[config.mk]
export PLATFORM = sky130hd
export DESIGN_NAME = prog_loader
export DESIGN_NICKNAME = d
export VERILOG_FILES = /design/src/rtl/prog_loader_pkg.sv /design/src/rtl/prog_loader_word_assembler.sv /design/src/rtl/prog_loader.sv
export SDC_FILE = /design/constraint.sdc
export NUM_CORES = 1
export LEC_CHECK = 0
export ABC_AREA = 0
export CAP_MARGIN = 5
export CORE_MARGIN = 4
export CORE_UTILIZATION = 46
export DETAILED_ROUTE_END_ITERATION = 16
export PLACE_DENSITY_LB_ADDON = 0.25
export SYNTH_ARGS = -nofsm -noshare
export SYNTH_HDL_FRONTEND = slang
export SYNTH_SLANG_ARGS = --single-unit
[constraint.sdc]
create_clock -name clk -period 5.85 [get_ports clk]
set_clock_uncertainty 0.2 [all_clocks]
set_input_delay 1.17 -clock clk [delete_from_list [all_inputs] [get_ports clk]]
set_output_delay 1.17 -clock clk [all_outputs]
set_load 0.005 [all_outputs]
[src/rtl/prog_loader_pkg.sv]
// Shared definitions for the program loader: FSM encoding, header length and bus width.
package prog_loader_pkg;

    localparam int unsigned WORD_W         = 32;
    localparam int unsigned HDR_LEN        = 2;
    localparam int unsigned BYTES_PER_WORD = WORD_W / 8;

    typedef enum logic [2:0] {
        StHdr0,
        StHdr1,
        StData,
        StDone,
        StErr
    } state_e;

endpackage

[src/rtl/prog_loader_word_assembler.sv]
// Packs little-endian bytes into instruction words and emits a one-cycle completion pulse.
module word_assembler
    import prog_loader_pkg::*;
(
    input  logic              clk,
    input  logic              rst_n,
    input  logic              clear,
    input  logic              byte_valid,
    input  logic [7:0]        byte_data,
    output logic              last_byte,
    output logic              word_done,
    output logic [WORD_W-1:0] word
);

    localparam int unsigned IdxW  = $clog2(BYTES_PER_WORD);
    localparam int unsigned PartW = WORD_W - 8;

    logic [IdxW-1:0]   idx_q;
    logic [PartW-1:0]  part_q;
    logic [WORD_W-1:0] word_q;
    logic              done_q;

    assign last_byte = (idx_q == IdxW'(BYTES_PER_WORD - 1));
    assign word_done = done_q;
    assign word      = word_q;

    // word_q only changes on completion, so the write data holds between pulses
    always_ff @(posedge clk or negedge rst_n) begin
        if (!rst_n) begin
            idx_q  <= '0;
            part_q <= '0;
            word_q <= '0;
            done_q <= 1'b0;
        end else if (clear) begin
            idx_q  <= '0;
            part_q <= '0;
            done_q <= 1'b0;
        end else begin
            done_q <= byte_valid && last_byte;
            if (byte_valid) begin
                idx_q <= idx_q + IdxW'(1);
                if (last_byte) begin
                    word_q <= {byte_data, part_q};
                    part_q <= '0;
                end else begin
                    for (int k = 0; k < int'(BYTES_PER_WORD) - 1; k++) begin
                        if (idx_q == IdxW'(k)) begin
                            part_q[8*k +: 8] <= byte_data;
                        end
                    end
                end
            end
        end
    end

endmodule

[src/rtl/prog_loader.sv]
// Streams a length-prefixed program into instruction memory, then enables the CPU.
module prog_loader
    import prog_loader_pkg::*;
#(
    parameter int unsigned ADDR_W = 8
) (
    input  logic              clk,
    input  logic              rst_n,
    input  logic [7:0]        in_data,
    input  logic              in_valid,
    output logic              in_ready,
    input  logic              reload,
    output logic              mem_wr_en,
    output logic [ADDR_W-1:0] mem_wr_addr,
    output logic [WORD_W-1:0] mem_wr_data,
    output logic              run,
    output logic              busy,
    output logic              err
);

    localparam int unsigned NCountW = 8 * HDR_LEN;
    localparam int unsigned CmpW    = NCountW + 1;
    localparam logic [CmpW-1:0] Depth = CmpW'(1) << ADDR_W;

    state_e              state_q, state_d;
    logic [7:0]          n_lo_q;
    logic [NCountW-1:0]  n_q;
    logic [NCountW-1:0]  n_full;
    logic [ADDR_W:0]     cnt_q;
    logic [ADDR_W-1:0]   addr_q;
    logic                accept, byte_valid, wr_fire, last_done, hdr_bad, asm_clear;
    logic                last_byte, word_done;
    logic [WORD_W-1:0]   word;

    // rst_n gates in_ready so nothing is offered while reset is held
    assign in_ready   = rst_n && !reload &&
                        (state_q inside {StHdr0, StHdr1, StData});
    assign accept     = in_valid && in_ready;
    assign byte_valid = accept && (state_q == StData);
    assign wr_fire    = byte_valid && last_byte;
    assign n_full     = {in_data, n_lo_q};
    assign hdr_bad    = (n_full == '0) || (CmpW'(n_full) > Depth);
    // cnt_q already counts the pulsing word, so equality marks the final write
    assign last_done  = word_done && (CmpW'(cnt_q) == CmpW'(n_q));
    assign asm_clear  = reload || (state_q != StData) || last_done;

    word_assembler u_word_assembler (
        .clk        (clk),
        .rst_n      (rst_n),
        .clear      (asm_clear),
        .byte_valid (byte_valid),
        .byte_data  (in_data),
        .last_byte  (last_byte),
        .word_done  (word_done),
        .word       (word)
    );

    always_comb begin
        state_d = state_q;
        if (reload) begin
            state_d = StHdr0;
        end else begin
            unique case (state_q)
                StHdr0: if (accept) state_d = StHdr1;
                StHdr1: if (accept) state_d = hdr_bad ? StErr : StData;
                StData: if (last_done) state_d = StDone;
                StDone: state_d = StDone;
                StErr:  state_d = StErr;
                default: state_d = StHdr0;
            endcase
        end
    end

    always_ff @(posedge clk or negedge rst_n) begin
        if (!rst_n) begin
            state_q <= StHdr0;
            n_lo_q  <= '0;
            n_q     <= '0;
            cnt_q   <= '0;
            addr_q  <= '0;
        end else begin
            state_q <= state_d;
            if (reload) begin
                n_lo_q <= '0;
                n_q    <= '0;
                cnt_q  <= '0;
            end else begin
                if (accept && state_q == StHdr0) n_lo_q <= in_data;
                if (accept && state_q == StHdr1) n_q <= n_full;
                if (state_q != StData) begin
                    cnt_q <= '0;
                end else if (wr_fire) begin
                    cnt_q <= cnt_q + 1'b1;
                end
                if (wr_fire) addr_q <= cnt_q[ADDR_W-1:0];
            end
        end
    end

    assign mem_wr_en   = word_done;
    assign mem_wr_addr = addr_q;
    assign mem_wr_data = word;
    assign run         = (state_q == StDone);
    assign err         = (state_q == StErr);
    assign busy        = (state_q inside {StHdr1, StData});

endmodule
Yosys cells after proc, flatten, opt, wreduce, memory -nomap -nowiden --
Index checks and enable logic that the tools add are counted.
Storage, ports and cells: bits in registers 103, output and inout port bits 45, logic and storage cells 80, input port bits 12
Operators by class: equal/unequal tests 12, mux-type cells 22, bitwise operators 2, magnitude comparators 1, reduce and logical (&&, ||, !) cells 30, add/subtract/negate cells 2
Operators by type and width (count):
- $mux 24 | 3
- $mux 8 | 5
- $mux 16 | 2
- $mux 9 | 3
- $eq 9x16->1 | 1
- $gt 16x9->1 const B | 1
- $logic_not 16->1 | 1
- $mux 3 | 5
- $pmux 3 s5 | 1
- $reduce_bool 3->1 | 5
- $add 9x1->9 const B | 1
- $ne 3x3->1 const B | 3
- $logic_and 1x1->1 | 8
- $reduce_and 2->1 | 4
- $reduce_bool 2->1 | 4
- $eq 3x2->1 const B | 2
- $reduce_and 3->1 | 2
- $eq 2x2->1 const B | 2
- $mux 2 | 2
- $eq 3x1->1 const B | 1
- $eq 3x3->1 const B | 1
- $logic_not 3->1 | 1
- $logic_or 1x1->1 | 3
- $ne 3x2->1 const B | 1
- 6 further kinds | 7

Logic depth before layout (Yosys ltp) --
depth in word-level cells 9, gate-level depth with buffers 9, depth with buffers taken out 6

By module --
Synthesis repeated with hierarchy kept, for this count alone.
Second synthesis, totals: cell total of the unflattened synthesis 383, area total of the unflattened synthesis 4792.1 µm²
Modules (own cells, without submodules):
- word_assembler | area each 2670.1 µm², instances 1, cells each 182, sequential area each 1476.4 µm²
- prog_loader | area each 2122.0 µm², instances 1, cells each 201, sequential area each 1101.1 µm²

Worst setup path after synthesis --
Ideal clock, no wire load.
path kind input port to flip-flop, start point in reload, end point reg u_word_assembler.word_q[10], in the netlist u_word_assembler.word[10], path buffers 2, stages on the path 6, required time 5.523 ns, slack 2.854 ns, data arrival time 2.668 ns, setup time 0.127 ns, cells stage by stage or4b_4 -> nor4b_2 -> nor2b_1 -> buf_4 -> buf_6 -> mux2_1
Between the ends: longest elaborated chain between the ends 6, elaborated cells between the ends (all ways) 9, classes of those cells bitwise (1); reduce/logical (8)
RTL lines:
- start, declared | line prog_loader.sv:12 | input logic reload,
- $logic_not 1->1 | line prog_loader.sv:36 | assign in_ready = rst_n && !reload &&
- $logic_and 1x1->1 (2 in a row) | line prog_loader.sv:36
- $logic_and 1x1->1 | line prog_loader.sv:38 | assign accept = in_valid && in_ready;
- $logic_and 1x1->1 | line prog_loader.sv:39 | assign byte_valid = accept && (state_q == StData);
- $reduce_and 3->1 (no source line) (*)
- end signal, assigned | line prog_loader_word_assembler.sv:43 | word_q <= {byte_data, part_q};
- end, declared | line prog_loader_word_assembler.sv:20 | logic [WORD_W-1:0] word_q;
Mark *: on every way between the ends. The rest lies on a longest branch, timed or not. A chain may end at the register's enable or synchronous reset.

Final worst setup path --
start point in reload, end point out in_ready
Between the ends: longest elaborated chain between the ends 3
RTL lines:
- $logic_not 1->1 | line prog_loader.sv:36
- $logic_and 1x1->1 (2 in a row) | line prog_loader.sv:36
- end, declared | line prog_loader.sv:11 | output logic in_ready,
Every way passes these cells.

==> impl_metrics.xml <==
<?xml version="1.0" encoding="UTF-8"?>
<metrics>
  <group name="drt">
    <metric name="drc" unit="">0</metric>
    <metric name="drt_first_iter_violations" unit="">140</metric>
    <metric name="final_routed_wirelength" unit="µm">9731</metric>
    <metric name="drtAntennaViolNets" unit="">0</metric>
    <metric name="firstDrtPassIters" unit="">5</metric>
    <metric name="post_drt_via_cell_ratio" unit="">5.297</metric>
    <metric name="avgRoutedWirePerCell" unit="µm">15.35</metric>
    <metric name="dr_total_vias" unit="">3358</metric>
  </group>
  <group name="global_routing">
    <metric name="grt_antenna_before_repair" unit="">0</metric>
    <metric name="first_global_vias" unit="">3268</metric>
    <metric name="grt_overflow_total" unit="">0</metric>
    <metric name="total_routing_usage_gr" unit="%">17.63</metric>
    <metric name="grt_first_pass_wirelength" unit="µm">16200</metric>
    <metric name="grt_start_max_net_pins" unit="">63</metric>
  </group>
  <group name="clocking">
    <metric name="post_cts_setup_buffer_count" unit="">0</metric>
    <metric name="htree_levels" unit="">3</metric>
    <metric name="cts.sink_count" unit="">103</metric>
    <metric name="postCtsResizedCells" unit="">0</metric>
    <metric name="clkSlewWorstSetupHoldPaths" unit="ps">100</metric>
    <metric name="tritoncts" unit="">done</metric>
    <metric name="cts-buffers-inserted" unit="">9</metric>
    <metric name="clock_tree.root_cell" unit="">sky130_fd_sc_hd__clkbuf_8</metric>
    <metric name="max-clock-path-buffers" unit="">2</metric>
    <metric name="hold_buffers" unit="">0</metric>
    <metric name="clk_latency" unit="ps">360</metric>
  </group>
  <group name="logic_synthesis">
    <metric name="yosysWarnings" unit="">0</metric>
    <metric name="mapped_nets" unit="">470</metric>
    <metric name="synth_cells" unit="">453</metric>
    <metric name="synth-edff-count" unit="">0</metric>
    <metric name="synth_sequential_area_ratio" unit="%">55.47</metric>
    <metric name="syn_avg_cell_area" unit="µm²">10.26</metric>
    <metric name="post_synth_num_cell_types" unit="">35</metric>
    <metric name="synth_flop_cell" unit="">sky130_fd_sc_hd__dfrtp_1</metric>
    <metric name="async_s_r_ff_share_synth" unit="%">100.0</metric>
    <metric name="synth_area" unit="µm²">4647</metric>
    <metric name="synth_seq_cells" unit="">103</metric>
  </group>
  <group name="worst_setup_path">
    <metric name="worst-endpoint-arrival" unit="ps">2900</metric>
    <metric name="critical_path_s_most_frequent_cell" unit="">sky130_fd_sc_hd__clkdlybuf4s50_1</metric>
    <metric name="critical_path_endpoint_category" unit="">output pin</metric>
    <metric name="timing.critical_path.slowest_stage_cell" unit="">sky130_fd_sc_hd__clkdlybuf4s50_1</metric>
    <metric name="timing.critical_path.required" unit="ps">4480</metric>
    <metric name="critical_path.max_stage_delay" unit="ps">650</metric>
    <metric name="critPathMaxFanout" unit="">13</metric>
    <metric name="crit_path_cell_trace" unit="">clkdlybuf4s50_1 -&gt; a211oi_1 -&gt; and2_1 -&gt; clkdlybuf4s50_1</metric>
    <metric name="setup.worst_path.start_class" unit="">input pin</metric>
    <metric name="worst-setup-path-type" unit="">in2out</metric>
  </group>
  <group name="layout">
    <metric name="final_cell_mix" unit="">sky130_fd_sc_hd__dfrtp_1 (103), sky130_fd_sc_hd__nand2_1 (95), sky130_fd_sc_hd__clkdlybuf4s50_1 (55)</metric>
    <metric name="post-route-util" unit="%">55.87</metric>
    <metric name="fillCellCount" unit="">917</metric>
    <metric name="mostFrequentLayoutCell" unit="">sky130_fd_sc_hd__dfrtp_1</metric>
    <metric name="drive_gt1_share" unit="%">7.784</metric>
    <metric name="syn_to_final_growth" unit="%">18.07</metric>
    <metric name="antenna_cells_inserted" unit="">0</metric>
    <metric name="sequential_cell_area" unit="µm²">2577</metric>
    <metric name="nets_final" unit="">513</metric>
    <metric name="multi_input_logic_area" unit="µm²">1916</metric>
  </group>
  <group name="pwr">
    <metric name="power.density" unit="nW/µm²">230.4</metric>
    <metric name="p_leak" unit="nW">2.409</metric>
    <metric name="finalPower" unit="mW">1.264</metric>
    <metric name="worst_ir_drop_vdd" unit="V">0.0001135</metric>
  </group>
  <group name="floorplanning">
    <metric name="core_area" unit="µm²">9819</metric>
    <metric name="num_io_pins" unit="">57</metric>
    <metric name="die_area" unit="µm²">11770</metric>
    <metric name="die_w" unit="µm">108.5</metric>
    <metric name="rows" unit="">36</metric>
    <metric name="starting_density" unit="%">47.32</metric>
    <metric name="chipHeight" unit="µm">108.5</metric>
  </group>
  <group name="sta">
    <metric name="final.min_clock_period" unit="ps">4272</metric>
    <metric name="report.final.hold_viol_count" unit="">0</metric>
    <metric name="slew_headroom" unit="%">34.38</metric>
    <metric name="final.period_utilization" unit="%">73.02</metric>
    <metric name="totalNegativeSetupSlack" unit="ps">0</metric>
    <metric name="fin_worst_hold_slack" unit="ps">289.9</metric>
    <metric name="rsz0062_at_grt" unit="">false</metric>
    <metric name="timing.final.max_slew_violations" unit="">0</metric>
    <metric name="worstMarginPinSlew" unit="ps">984.3</metric>
    <metric name="maxClockFrequency" unit="MHz">234.1</metric>
    <metric name="final-setup-viol-count" unit="">0</metric>
  </group>
  <group name="placement">
    <metric name="globalplace.congestion" unit="">0.7873</metric>
    <metric name="buffer_ports.inserted" unit="">56</metric>
    <metric name="detailed_place_hpwl" unit="µm">6552</metric>
  </group>
  <group name="status">
    <metric name="run_status" unit="">finished clean</metric>
  </group>
  <group name="run">
    <metric name="max-cap-violations" unit="">0</metric>
  </group>
  <group name="hold_path">
    <metric name="min-delay-path-class" unit="">reg2reg</metric>
  </group>
</metrics>
## report_power, final
group	internal [mW]	switching (mW)	leakage (nW)
Sequential	0.714	0.00247	1.44
Clock	0.244	0.251	0.104
Combinational	0.0154	0.0374	0.867
Total	0.974	0.291	2.41
## flip-flops by register name, indices dropped and copies added (netlist names)
signal	cells
u_word_assembler.word	32
u_word_assembler.part_q	24
n_q	16
cnt_q	9
mem_wr_addr	8
n_lo_q	8
state_q	3
u_word_assembler.idx_q	2
u_word_assembler.word_done	1
## routing by layer
metal / track usage [%] / wire length (µm) / vias to the layer above
li1: - / - / 1622
met1: 23.61 / 4413 / 1647
met2: 29.08 / 4706 / 80
met3: 2.866 / 484 / 9
met4: 6.222 / 125 / 0
met5: 0 / 0 / -
## final cells by class
class / count / share of cell area [%]
clock buffer: 10 / 2.326
sequential: 103 / 46.98
inverter: 3 / 0.2052
timing repair buffer: 61 / 10.86
tap: 133 / 3.033
clock inverter: 6 / 1.688
multi-input combinational: 318 / 34.91
## cell families (layout without fill, tap and decap cells)
logic type,after synthesis,in the layout,synth area share (%)
AO/OA/AOI/OAI,69,69,7.620
adder cells (fa/ha/maj),5,5,1.346
buffers and inverters,32,80,3.366
AND/OR/NAND/NOR,175,175,16.80
flip-flops,103,103,55.47
XOR/XNOR,20,20,3.770
multiplexers,49,49,11.63
## per-stage QoR
step | setup slack (ps) | cells | instance area, µm²
floorplan | 2854 | 453 | 4647
global placement | 1632 | 618 | 5266
detailed placement | 1580 | 618 | 5266
CTS | 1575 | 634 | 5487
global route | 1485 | 634 | 5487
finish | 1578 | 634 | 5487
## cell usage after synthesis, types with 2 or more instances
library cell / n / share of area (%)
sky130_fd_sc_hd__mux2i_1: 9 / 1.9
sky130_fd_sc_hd__dfrtp_1: 103 / 55
sky130_fd_sc_hd__xor2_1: 8 / 1.5
sky130_fd_sc_hd__inv_1: 2 / 0.16
sky130_fd_sc_hd__and2_1: 3 / 0.40
sky130_fd_sc_hd__nand3_1: 5 / 0.54
sky130_fd_sc_hd__nand4_1: 5 / 0.67
sky130_fd_sc_hd__buf_2: 8 / 0.86
sky130_fd_sc_hd__nand2_1: 95 / 7.7
sky130_fd_sc_hd__xnor2_1: 12 / 2.3
sky130_fd_sc_hd__ha_1: 5 / 1.3
sky130_fd_sc_hd__a21oi_1: 49 / 5.3
sky130_fd_sc_hd__nor2_1: 28 / 2.3
sky130_fd_sc_hd__buf_6: 3 / 0.73
sky130_fd_sc_hd__nor4_1: 5 / 0.67
sky130_fd_sc_hd__clkbuf_1: 16 / 1.3
sky130_fd_sc_hd__nor3_1: 25 / 2.7
sky130_fd_sc_hd__o21ai_0: 17 / 1.8
sky130_fd_sc_hd__mux2_2: 11 / 2.7
sky130_fd_sc_hd__mux2_1: 29 / 7.0
## worst max-delay path, delay by kind of cell
kind / cells / cell delay, ps
AND/OR/NAND/NOR: 1 / 170
buffers and inverters: 2 / 1140
AO/OA/AOI/OAI: 1 / 420
## final timing paths
check                                          start                   endpoint  slack, ps  cells past startpoint
max                                           reload                   in_ready       1580                      4
max in group asynchronous                      rst_n   u_word_assembler.word[4]       3660                      2
min                        u_word_assembler.word[11]  u_word_assembler.word[11]        290                      1
min reg2reg                u_word_assembler.word[11]  u_word_assembler.word[11]        290                      1
min in group asynchronous                      rst_n                   cnt_q[2]        570                      1
max reg2reg                u_word_assembler.idx_q[0]   u_word_assembler.word[8]       2870                      6
(Power assumes the default switching activity.)
